<file path="config.mk">
export PLATFORM = sky130hd
export DESIGN_NAME = score_renderer
export DESIGN_NICKNAME = d
export VERILOG_FILES = /design/src/rtl/score_pkg.sv /design/src/rtl/digit_glyph_rom.sv /design/src/rtl/score_renderer.sv
export SDC_FILE = /design/constraint.sdc
export NUM_CORES = 1
export LEC_CHECK = 0
export CAP_MARGIN = 0
export CORE_UTILIZATION = 40
export CTS_CLUSTER_SIZE = 10
export DETAILED_ROUTE_END_ITERATION = 16
export DONT_BUFFER_PORTS = 1
export PLACE_DENSITY_LB_ADDON = 0.15
export SYNTH_ARGS = -nofsm -noshare
export SYNTH_HDL_FRONTEND = slang
export SYNTH_SLANG_ARGS = --single-unit
</file>
<file path="constraint.sdc">
create_clock -name Clk -period 3.2 [get_ports Clk]
set_input_delay 0 -clock Clk [delete_from_list [all_inputs] [get_ports Clk]]
set_output_delay 0 -clock Clk [all_outputs]
set_load 0.05 [all_outputs]
</file>
<file path="src/rtl/score_pkg.sv">
// Shared types and constants for the score renderer: glyph geometry, FSM states, BCD digits.
package score_pkg;

   localparam int GLYPH_W = 8;
   localparam int GLYPH_H = 16;

   typedef enum logic [1:0] {
      S_IDLE    = 2'd0,
      S_CONVERT = 2'd1,
      S_COMMIT  = 2'd2
   } state_t;

   typedef logic [3:0] bcd_digit_t;

   function automatic int unsigned pow10(input int n);
      int unsigned p;
      p = 1;
      for (int i = 0; i < n; i++) p = p * 10;
      return p;
   endfunction

endpackage

</file>
<file path="src/rtl/digit_glyph_rom.sv">
// 160x8 combinational glyph ROM: address = digit*16 + row, bit 7 is the leftmost pixel.
module digit_glyph_rom
   import score_pkg::*;
(
   input  logic [7:0] i_addr,
   output logic [7:0] o_row
);

   // Each entry packs the ten drawn rows 4..13, row 4 in the top byte; rows 0-3 and 14-15 are blank.
   localparam logic [79:0] GLYPHS [10] = '{
      80'h3C66666E76666666663C,
      80'h1838781818181818187E,
      80'h3C6606060C183060667E,
      80'h3C6606061C060606663C,
      80'h0C1C3C6CCCFE0C0C0C1E,
      80'h7E6060607C060606663C,
      80'h1C3060607C666666663C,
      80'h7E6606060C1818181818,
      80'h3C6666663C666666663C,
      80'h3C6666663E0606060C38
   };

   logic [3:0] w_digit;
   logic [3:0] w_row;

   assign w_digit = i_addr[7:4];
   assign w_row   = i_addr[3:0];

   // NOTE: every combinational output gets a default first so no path can infer a latch.
   always_comb begin
      o_row = '0;
      if (w_digit <= 4'd9 && w_row >= 4'd4 && w_row <= 4'd13)
         o_row = GLYPHS[w_digit][8*(13 - int'(w_row)) +: 8];
   end

endmodule

</file>
<file path="src/rtl/score_renderer.sv">
// Binary score -> BCD (double-dabble, one bit per cycle) -> glyph pixels for a VGA scan.
// Optional macro SCORE_LEADING_ZERO_BLANK_EN blanks leading zero digits.
module score_renderer
   import score_pkg::*;
#(
   parameter int         NUM_DIGITS = 4,
   parameter int         SCORE_W    = 14,
   parameter logic [9:0] X0         = 10'd560,
   parameter logic [9:0] Y0         = 10'd16
) (
   input  logic               Clk,
   input  logic               Reset_n,
   input  logic [SCORE_W-1:0] score,
   input  logic               score_valid,
   output logic               score_ready,
   input  logic [9:0]         DrawX,
   input  logic [9:0]         DrawY,
   output logic               pixel_on,
   output logic               busy
);

   localparam int          ACC_DIGITS = SCORE_W / 3 + 1;
   localparam int          ACC_W      = 4 * ACC_DIGITS;
   localparam int          WIDE       = (ACC_DIGITS > NUM_DIGITS) ? ACC_DIGITS : NUM_DIGITS;
   localparam int          CNT_W      = $clog2(SCORE_W + 1);
   localparam int unsigned MAX_SCORE  = pow10(NUM_DIGITS) - 1;
   localparam int          BAND_W     = GLYPH_W * NUM_DIGITS;

   state_t                        r_state, w_state_next;
   logic [SCORE_W-1:0]            r_shift;
   logic [ACC_W-1:0]              r_bcd, w_bcd_adj, w_bcd_step;
   logic [4*WIDE-1:0]             w_bcd_wide;
   logic [CNT_W-1:0]              r_cnt;
   logic                          r_sat;
   bcd_digit_t [NUM_DIGITS-1:0]   r_disp;
   logic                          r_pixel_on;

   assign score_ready = (r_state == S_IDLE);
   assign busy        = (r_state != S_IDLE);
   assign w_bcd_wide  = (4*WIDE)'(r_bcd);

   // Add-3 correction on every digit >= 5, then shift the next score bit in.
   always_comb begin
      w_bcd_adj = r_bcd;
      for (int i = 0; i < ACC_DIGITS; i++)
         if (r_bcd[4*i +: 4] >= 4'd5) w_bcd_adj[4*i +: 4] = r_bcd[4*i +: 4] + 4'd3;
      w_bcd_step = {w_bcd_adj[ACC_W-2:0], r_shift[SCORE_W-1]};
   end

   always_comb begin
      w_state_next = r_state;
      case (r_state)
         S_IDLE:    if (score_valid) w_state_next = S_CONVERT;
         S_CONVERT: if (r_cnt == CNT_W'(SCORE_W - 1)) w_state_next = S_COMMIT;
         S_COMMIT:  w_state_next = S_IDLE;
         default:   w_state_next = S_IDLE;
      endcase
   end

   // NOTE: sequential state uses non-blocking assignments so every register samples pre-edge values.
   always_ff @(posedge Clk) begin
      if (!Reset_n) begin
         // NOTE: the display register is reset, so an aborted conversion always leaves a clean 0.
         r_state <= S_IDLE;
         r_shift <= '0;
         r_bcd   <= '0;
         r_cnt   <= '0;
         r_sat   <= 1'b0;
         r_disp  <= '0;
      end else begin
         r_state <= w_state_next;
         case (r_state)
            S_IDLE: if (score_valid) begin
               r_shift <= score;
               r_bcd   <= '0;
               r_cnt   <= '0;
               r_sat   <= 32'(score) > MAX_SCORE;
            end
            S_CONVERT: begin
               r_shift <= r_shift << 1;
               r_bcd   <= w_bcd_step;
               r_cnt   <= r_cnt + CNT_W'(1);
            end
            S_COMMIT:
               for (int k = 0; k < NUM_DIGITS; k++)
                  r_disp[k] <= r_sat ? 4'd9 : w_bcd_wide[4*(NUM_DIGITS-1-k) +: 4];
            default: ;
         endcase
      end
   end

   // Pixel path; 11-bit arithmetic keeps DrawX near 1023 from wrapping into the band.
   logic [10:0] w_x_rel, w_y_rel;
   logic        w_in_band;
   logic [2:0]  w_cell;
   bcd_digit_t  w_digit;
   logic        w_blank;
   logic [7:0]  w_rom_row;
`ifdef SCORE_LEADING_ZERO_BLANK_EN
   logic        w_zero_run;
`endif

   assign w_x_rel   = {1'b0, DrawX} - {1'b0, X0};
   assign w_y_rel   = {1'b0, DrawY} - {1'b0, Y0};
   assign w_in_band = (DrawX >= X0) && (w_x_rel < 11'(BAND_W)) &&
                      (DrawY >= Y0) && (w_y_rel < 11'(GLYPH_H));
   assign w_cell    = w_x_rel[5:3];

   always_comb begin
      w_digit = '0;
      w_blank = 1'b0;
`ifdef SCORE_LEADING_ZERO_BLANK_EN
      w_zero_run = 1'b1;
`endif
      for (int k = 0; k < NUM_DIGITS; k++) begin
`ifdef SCORE_LEADING_ZERO_BLANK_EN
         w_zero_run = w_zero_run && (r_disp[k] == 4'd0);
`endif
         if (w_cell == 3'(k)) begin
            w_digit = r_disp[k];
`ifdef SCORE_LEADING_ZERO_BLANK_EN
            w_blank = w_zero_run && (k != NUM_DIGITS - 1);
`endif
         end
      end
   end

   digit_glyph_rom u_rom (
      .i_addr ({w_digit, w_y_rel[3:0]}),
      .o_row  (w_rom_row)
   );

   always_ff @(posedge Clk) begin
      if (!Reset_n) r_pixel_on <= 1'b0;
      else          r_pixel_on <= w_in_band && !w_blank && w_rom_row[3'd7 - w_x_rel[2:0]];
   end

   assign pixel_on = r_pixel_on;

endmodule

</file>
# == Yosys cells after proc, flatten, opt, wreduce, memory -nomap -nowiden ==
# Memories as Yosys holds them, arrays and structs flattened.
# Index checks and enable logic that the tools add are counted.
# classes
magnitude_cmp,15
muxes,27
n_addsub,10
n_reduce_logical,13
n_div,0
multipliers,0
eq_ne,8
n_shift,1
bitwise_logic,1
# op_table
op,count
80-bit two-way mux,2
80-bit by 32-bit variable part select with 8-bit output,1
4-bit two-way mux,13
20-bit case mux with 2 select lines,1
14-bit case mux with 2 select lines,1
"4-bit by 3-bit greater-or-equal comparator with 1-bit output, second input constant",6
20-bit two-way mux,1
"4-bit by 2-bit adder with 4-bit output, second input constant",4
"14-bit > comparator, second input constant",1
14-bit two-way mux,1
"11-bit by 5-bit less-than comparator with 1-bit output, second input constant",1
"11-bit by 6-bit less-than comparator with 1-bit output, second input constant",1
"10-bit by 10-bit subtractor with 11-bit output, second input constant",1
"10-bit by 5-bit subtractor with 11-bit output, second input constant",1
"10-bit greater-or-equal comparator, second input constant",1
"10-bit by 5-bit greater-or-equal comparator with 1-bit output, second input constant",1
"4-bit less-or-equal comparator, second input constant",2
8-bit two-way mux,1
4-bit case mux with 2 select lines,1
"3-bit by 2-bit equality test with 1-bit output, second input constant",2
1-bit logical AND,6
2-bit AND reduction,3
"5-bit greater-or-equal comparator, second input constant",1
4-bit inverter with 5-bit output,1
18 further kinds,21
# word_totals
regBits,58
n_memories,1
out_inout_bits,3
latchBits,0
inputBits,37
ramBits,0
romBits,1280
# memory_table
name,depth,word_bits,read_ports,rd_ports_with_merged_regs,wr,line,rtl
(no name shown),16,80,1,0,0,digit_glyph_rom.sv:33,o_row = GLYPHS[w_digit][8*(13 - int'(w_row)) +: 8];

# == Longest topological paths before layout ==
# logic_depth
depth_word,15
ltp_mapped,13
depth_no_buf,11

# == Cells and area by module ==
# From an unflattened synthesis, not the netlist that was laid out.
# unflattened
cells_unflattened,463
area_unflattened_um2,3666.0
# by_module_without_submodules
module,cells_per_inst,instances,area_each_um2
score_renderer,305,1,2645.0
digit_glyph_rom,158,1,1021.0

# == Least setup slack after synthesis ==
# No wires, ideal clock.
# synth_timing
path_type,register to register
from,register r_disp[5] (netlist name)
to,"register r_pixel_on, in the netlist pixel_on"
slack_ns,0.517
stages_incl_launch_ff,12
setup_time_ns,0.122
arrival_ns,2.561
synth_period_minus_slack_ns,2.683
path_cell_list,dfxtp_1 mux4_2 nand2b_4 inv_1 ha_1 clkbuf_1 mux2i_1 o211ai_1 nand2_1 o311a_1 o311a_1 o32a_1
# synth_via
elab_chain_len,12
elab_cells_between_ends,15
classes_between,order compare: 1; shift: 1; mux: 8; bitwise: 1; reduce/logical: 3; memory: 1
# synth_lines
element,line,rtl
from (decl),score_renderer.sv:35,bcd_digit_t [NUM_DIGITS-1:0] r_disp;
"from (signal, indexed assignment)",score_renderer.sv:86,r_disp[k] <= r_sat ? 4'd9 : w_bcd_wide[4*(NUM_DIGITS-1-k) +: 4];
4-bit two-way mux * (3 in series),score_renderer.sv:119,if (w_cell == 3'(k)) begin
4-bit inverter with 5-bit output (not written as such),digit_glyph_rom.sv:33,
memory read 16 x 80 bit,--,
80-bit two-way mux (not written as such) (2 in series),digit_glyph_rom.sv:33,
80-bit by 32-bit variable part select with 8-bit output,digit_glyph_rom.sv:33,
8-bit two-way mux *,digit_glyph_rom.sv:32,if (w_digit <= 4'd9 && w_row >= 4'd4 && w_row <= 4'd13)
1-bit binary-select mux with 3-bit select *,score_renderer.sv:135,else r_pixel_on <= w_in_band && !w_blank && w_rom_row[3'd7 - w_x_rel[2:0]];
1-bit two-way mux (not written as such) *,score_renderer.sv:135,
1-bit logical AND *,score_renderer.sv:135,
to (signal assigned),score_renderer.sv:135,
to (decl),score_renderer.sv:36,logic r_pixel_on;
# Mark *: on every way between the ends. The rest lies on a longest branch, timed or not. The select of a mux whose other input is x is not followed.
# A chain may end at the register's enable or synchronous reset.

# == Worst setup path after layout ==
# layout_timing
from,register r_disp[12] (netlist name)
to,"register r_pixel_on, in the netlist pixel_on"
# layout_via
elab_chain_len,10
elab_cells_between_ends,13
classes_between,order compare: 1; shift: 1; mux: 6; bitwise: 1; reduce/logical: 3; memory: 1
# layout_lines
element,line
4-bit two-way mux *,score_renderer.sv:119
4-bit inverter with 5-bit output (not written as such),digit_glyph_rom.sv:33
memory read 16 x 80 bit,--
80-bit two-way mux (not written as such) (2 in series),digit_glyph_rom.sv:33
80-bit by 32-bit variable part select with 8-bit output,digit_glyph_rom.sv:33
8-bit two-way mux *,digit_glyph_rom.sv:32
1-bit binary-select mux with 3-bit select *,score_renderer.sv:135
1-bit two-way mux (not written as such) *,score_renderer.sv:135
1-bit logical AND *,score_renderer.sv:135
# Marked as above.

==> impl_metrics.py <==
metrics = {
    "yosys": {
        "yosysTopAreaCell": "dfxtp_1",
        "synthesis.area_um2": 3820,
        "synth_top_area_frac": 0.283,
        "async_flop_share": 0,
        "synth_area_per_cell_um2": 7.73,
        "synth_warnings": 0,
        "ys_seq_area_frac": 0.283,
        "ys_ff_latch": 54,
        "ys_types": 64,
        "synthFlopType": "dfxtp_1",
        "syn-instance-count": 494,
        "synth_enable_flop_cells": 0,
        "yosys-top-cells-count": "nand2_1, dfxtp_1, nor2_1",
        "yosysMostFrequentCell": "nand2_1",
        "synthTopCellsByArea": "dfxtp_1, nand2_1, ha_1, a21boi_0, o21ai_0",
        "syn_nets": 552,
    },
    "placed_design": {
        "gp_congestion": 0.951,
        "hpwl_mm": 7.24,
        "placedCellCount": 598,
        "postPlaceCellArea_um2": 3880,
        "pre_cts_ws_ps": 307,
        "numPortBuffers": 0,
    },
    "drt": {
        "via_per_inst": 5.85,
        "dr.first_iter.drc_count": 272,
        "dr.pass1.iters": 5,
        "ant_nets": 0,
        "dr_wl_met3_um": 599,
        "top_layer_used": "met4",
        "wl_met1_mm": 4.70,
        "routed_wirelength_mm": 9.95,
        "route.met2.wl_mm": 4.43,
        "route.detailed.drc": 0,
        "via_count": 3648,
        "post_drt_wl_per_cell_um": 15.9,
    },
    "worst_setup_path": {
        "cp_max_fo": 7,
        "regToRegStartpoint": "r_disp[12]$_SDFFE_PN0N_",
        "end_kind": "flip-flop",
        "crit_start": "r_disp[12]$_SDFFE_PN0N_",
        "start_kind": "flip-flop",
        "cpMaxStageDelayCell": "mux4_2",
        "r2r_cells": 11,
        "crit_end": "pixel_on$_SDFF_PN0_",
        "required_ps": 3470,
        "critPathMaxStageDelay_ps": 510,
        "r2r-end": "pixel_on$_SDFF_PN0_",
        "r2r_slack_ps": 190,
        "path_cells": "mux4_2, nand2b_1, inv_4, ha_1, nor2b_1, nand2_1, nand3_1, a21oi_1, or4b_1, a31oi_1, o32a_1",
        "cp_data_arrival_time_ps": 3270,
        "critPathKind": "flip-flop to flip-flop",
    },
    "die": {
        "fp.dieW_um": 99.7,
        "fp-row-count": 35,
        "ios": 40,
        "coreArea_um2": 9240,
        "die_y_um": 99.7,
        "start_util": 0.413,
        "dieArea_um2": 9940,
    },
    "sta": {
        "grt_setup_unrepaired": "no",
        "fin_skew_ps": 13.9,
        "finalCriticalPeriod_ps": 3010,
        "worst_slack_ps": 191,
        "setup_viol": 0,
        "fmax_mhz": 332,
        "finalHoldViolCount": 1,
        "slew_viol_final": 0,
        "tightest_slew_ps": 1050,
        "hold_slack_ps": -8.88,
        "relSlewSlack": 0.295,
        "tns_ps": 0,
        "post-route-period-util": 0.940,
    },
    "grt": {
        "grt_pass1_vias": 3518,
        "grt_max_degree": 38,
        "grt_pass1_wl_mm": 16.7,
        "overflow": 0,
        "grt_antenna_before_repair": 0,
        "track_usage": 0.209,
    },
    "min_path": {
        "worstHoldStart": "score[12]",
        "hold_class": "input port to flip-flop",
    },
    "cts": {
        "clk_pin_slew_ps": 120,
        "clock_sinks": 54,
        "worstSkewPairLatency_ps": 320,
        "cts_max_level": 2,
        "cts_max_path_buffers": 2,
        "numCtsBuffers": 5,
        "cts-root-buf": "clkbuf_8",
        "cts_tree": "built",
    },
    "power_and_ir_drop": {
        "p_leak_nw": 1.53,
        "power_per_cell_area_nw_per_um2": 317,
        "p_total_mw": 1.32,
        "ir_drop_mv": 0.191,
    },
    "cells_and_area": {
        "diodes": 0,
        "drive_above_1_share": 0.0626,
        "nNetsFinal": 552,
        "stdcell_count": 624,
        "postLayoutCellArea_um2": 4160,
        "syn_to_final_growth_pct": 8.97,
    },
    "status": {
        "status": "complete, but fails checks",
        "violations": "negative hold slack",
    },
    "job": {
        "cap_violations": 0,
    },
}
## repair_timing
action,4_1_cts,5_1_grt
hold buffers,18,0
buffers inserted,0,0
hold endpoints to repair,40,0
resized for setup,0,0
## power by group
group | switching (mW) | leakage [nW] | total [mW] | internal (mW)
registers | 0.0125 | 0.438 | 0.700 | 0.688
clock network | 0.258 | 0.0506 | 0.422 | 0.165
logic | 0.112 | 1.04 | 0.195 | 0.0835
total | 0.382 | 1.52 | 1.32 | 0.936
## critical path, delay by kind of cell, from the launching register on
family,cells,cell delay [ps]
AO/OA/AOI/OAI,3,540
adder cells (fa/ha/maj),1,320
buffers and inverters,1,100
flip-flops,1,330
multiplexers,1,510
AND/OR/NAND/NOR,5,1170
## through the flow
step	util	hold WS [ps]
floorplan	-	144
global route	0.451	50.1
CTS	0.451	1.82
detailed placement	0.420	128
finish	0.451	-8.88
global placement	0.420	127
## cell families after synthesis
group	synth area share
and+or+nand+nor	0.263
AOI/OAI and AO/OA	0.255
buffers and inverters	0.0593
DFF	0.283
muxes	0.0485
xor gates and xnor gates	0.0229
adders and majority gates	0.0688
## worst min path at each step
| stage | slack (ps) | cells past startpoint | endpoint |
|---|---|---|---|
| after floorplan | 140 | 2 | r_cnt[2]$_SDFFE_PN0P_ |
| after global placement | 130 | 1 | r_cnt[0]$_SDFFE_PN0P_ |
| after detailed placement | 130 | 1 | r_cnt[0]$_SDFFE_PN0P_ |
| after CTS | 2 | 2 | r_sat$_SDFFE_PN0P_ |
| after global routing | 50 | 2 | r_sat$_SDFFE_PN0P_ |
| final | -9 | 2 | r_sat$_SDFFE_PN0P_ |
## state kept, by name, summed over array words and instances, names as in the netlist
| name | flops |
|---|---|
| pixel_on | 1 |
| r_bcd | 16 |
| r_cnt | 4 |
| r_disp | 16 |
| r_sat | 1 |
| r_shift | 14 |
| r_state | 2 |
## per-layer routing
layer  vias to the layer above  GRT usage
met5                         -          0
met4                         0     0.0701
met3                        20     0.0351
met2                       139      0.330
met1                      1719      0.288
li1                       1770          -
## cell type report
class                           instances  area, µm²
Fill cell                             927       5080
Multi-Input combinational cell        388       2510
Sequential cell                        54       1080
Timing Repair Buffer                   25        233
Tap cell                              129        161
Inverter                               20       77.6
Clock buffer                            5       68.8
Clock inverter                          3       28.8
## cells in the final DEF (no fill, tap or decap), types with 3 or more instances in the layout
cell / count
a22oi_1: 13
nand2_1: 73
xnor2_1: 6
nor2_1: 37
a21boi_0: 26
dlygate4sd3_1: 18
o21ai_0: 36
and2_1: 3
inv_1: 19
a211oi_1: 3
nand2b_1: 11
ha_1: 21
nand3_1: 14
nand3b_1: 8
dfxtp_1: 54
nor3b_1: 10
nor2b_1: 6
nor4_1: 4
a31oi_1: 5
a21oi_1: 27
or3_1: 6
nor3_1: 16
o211ai_1: 5
mux2i_1: 5
a311oi_1: 3
mux4_2: 3
clkbuf_8: 5
buf_4: 7
xor2_1: 4
No activity file was read; power rests on OpenSTA's default activity.
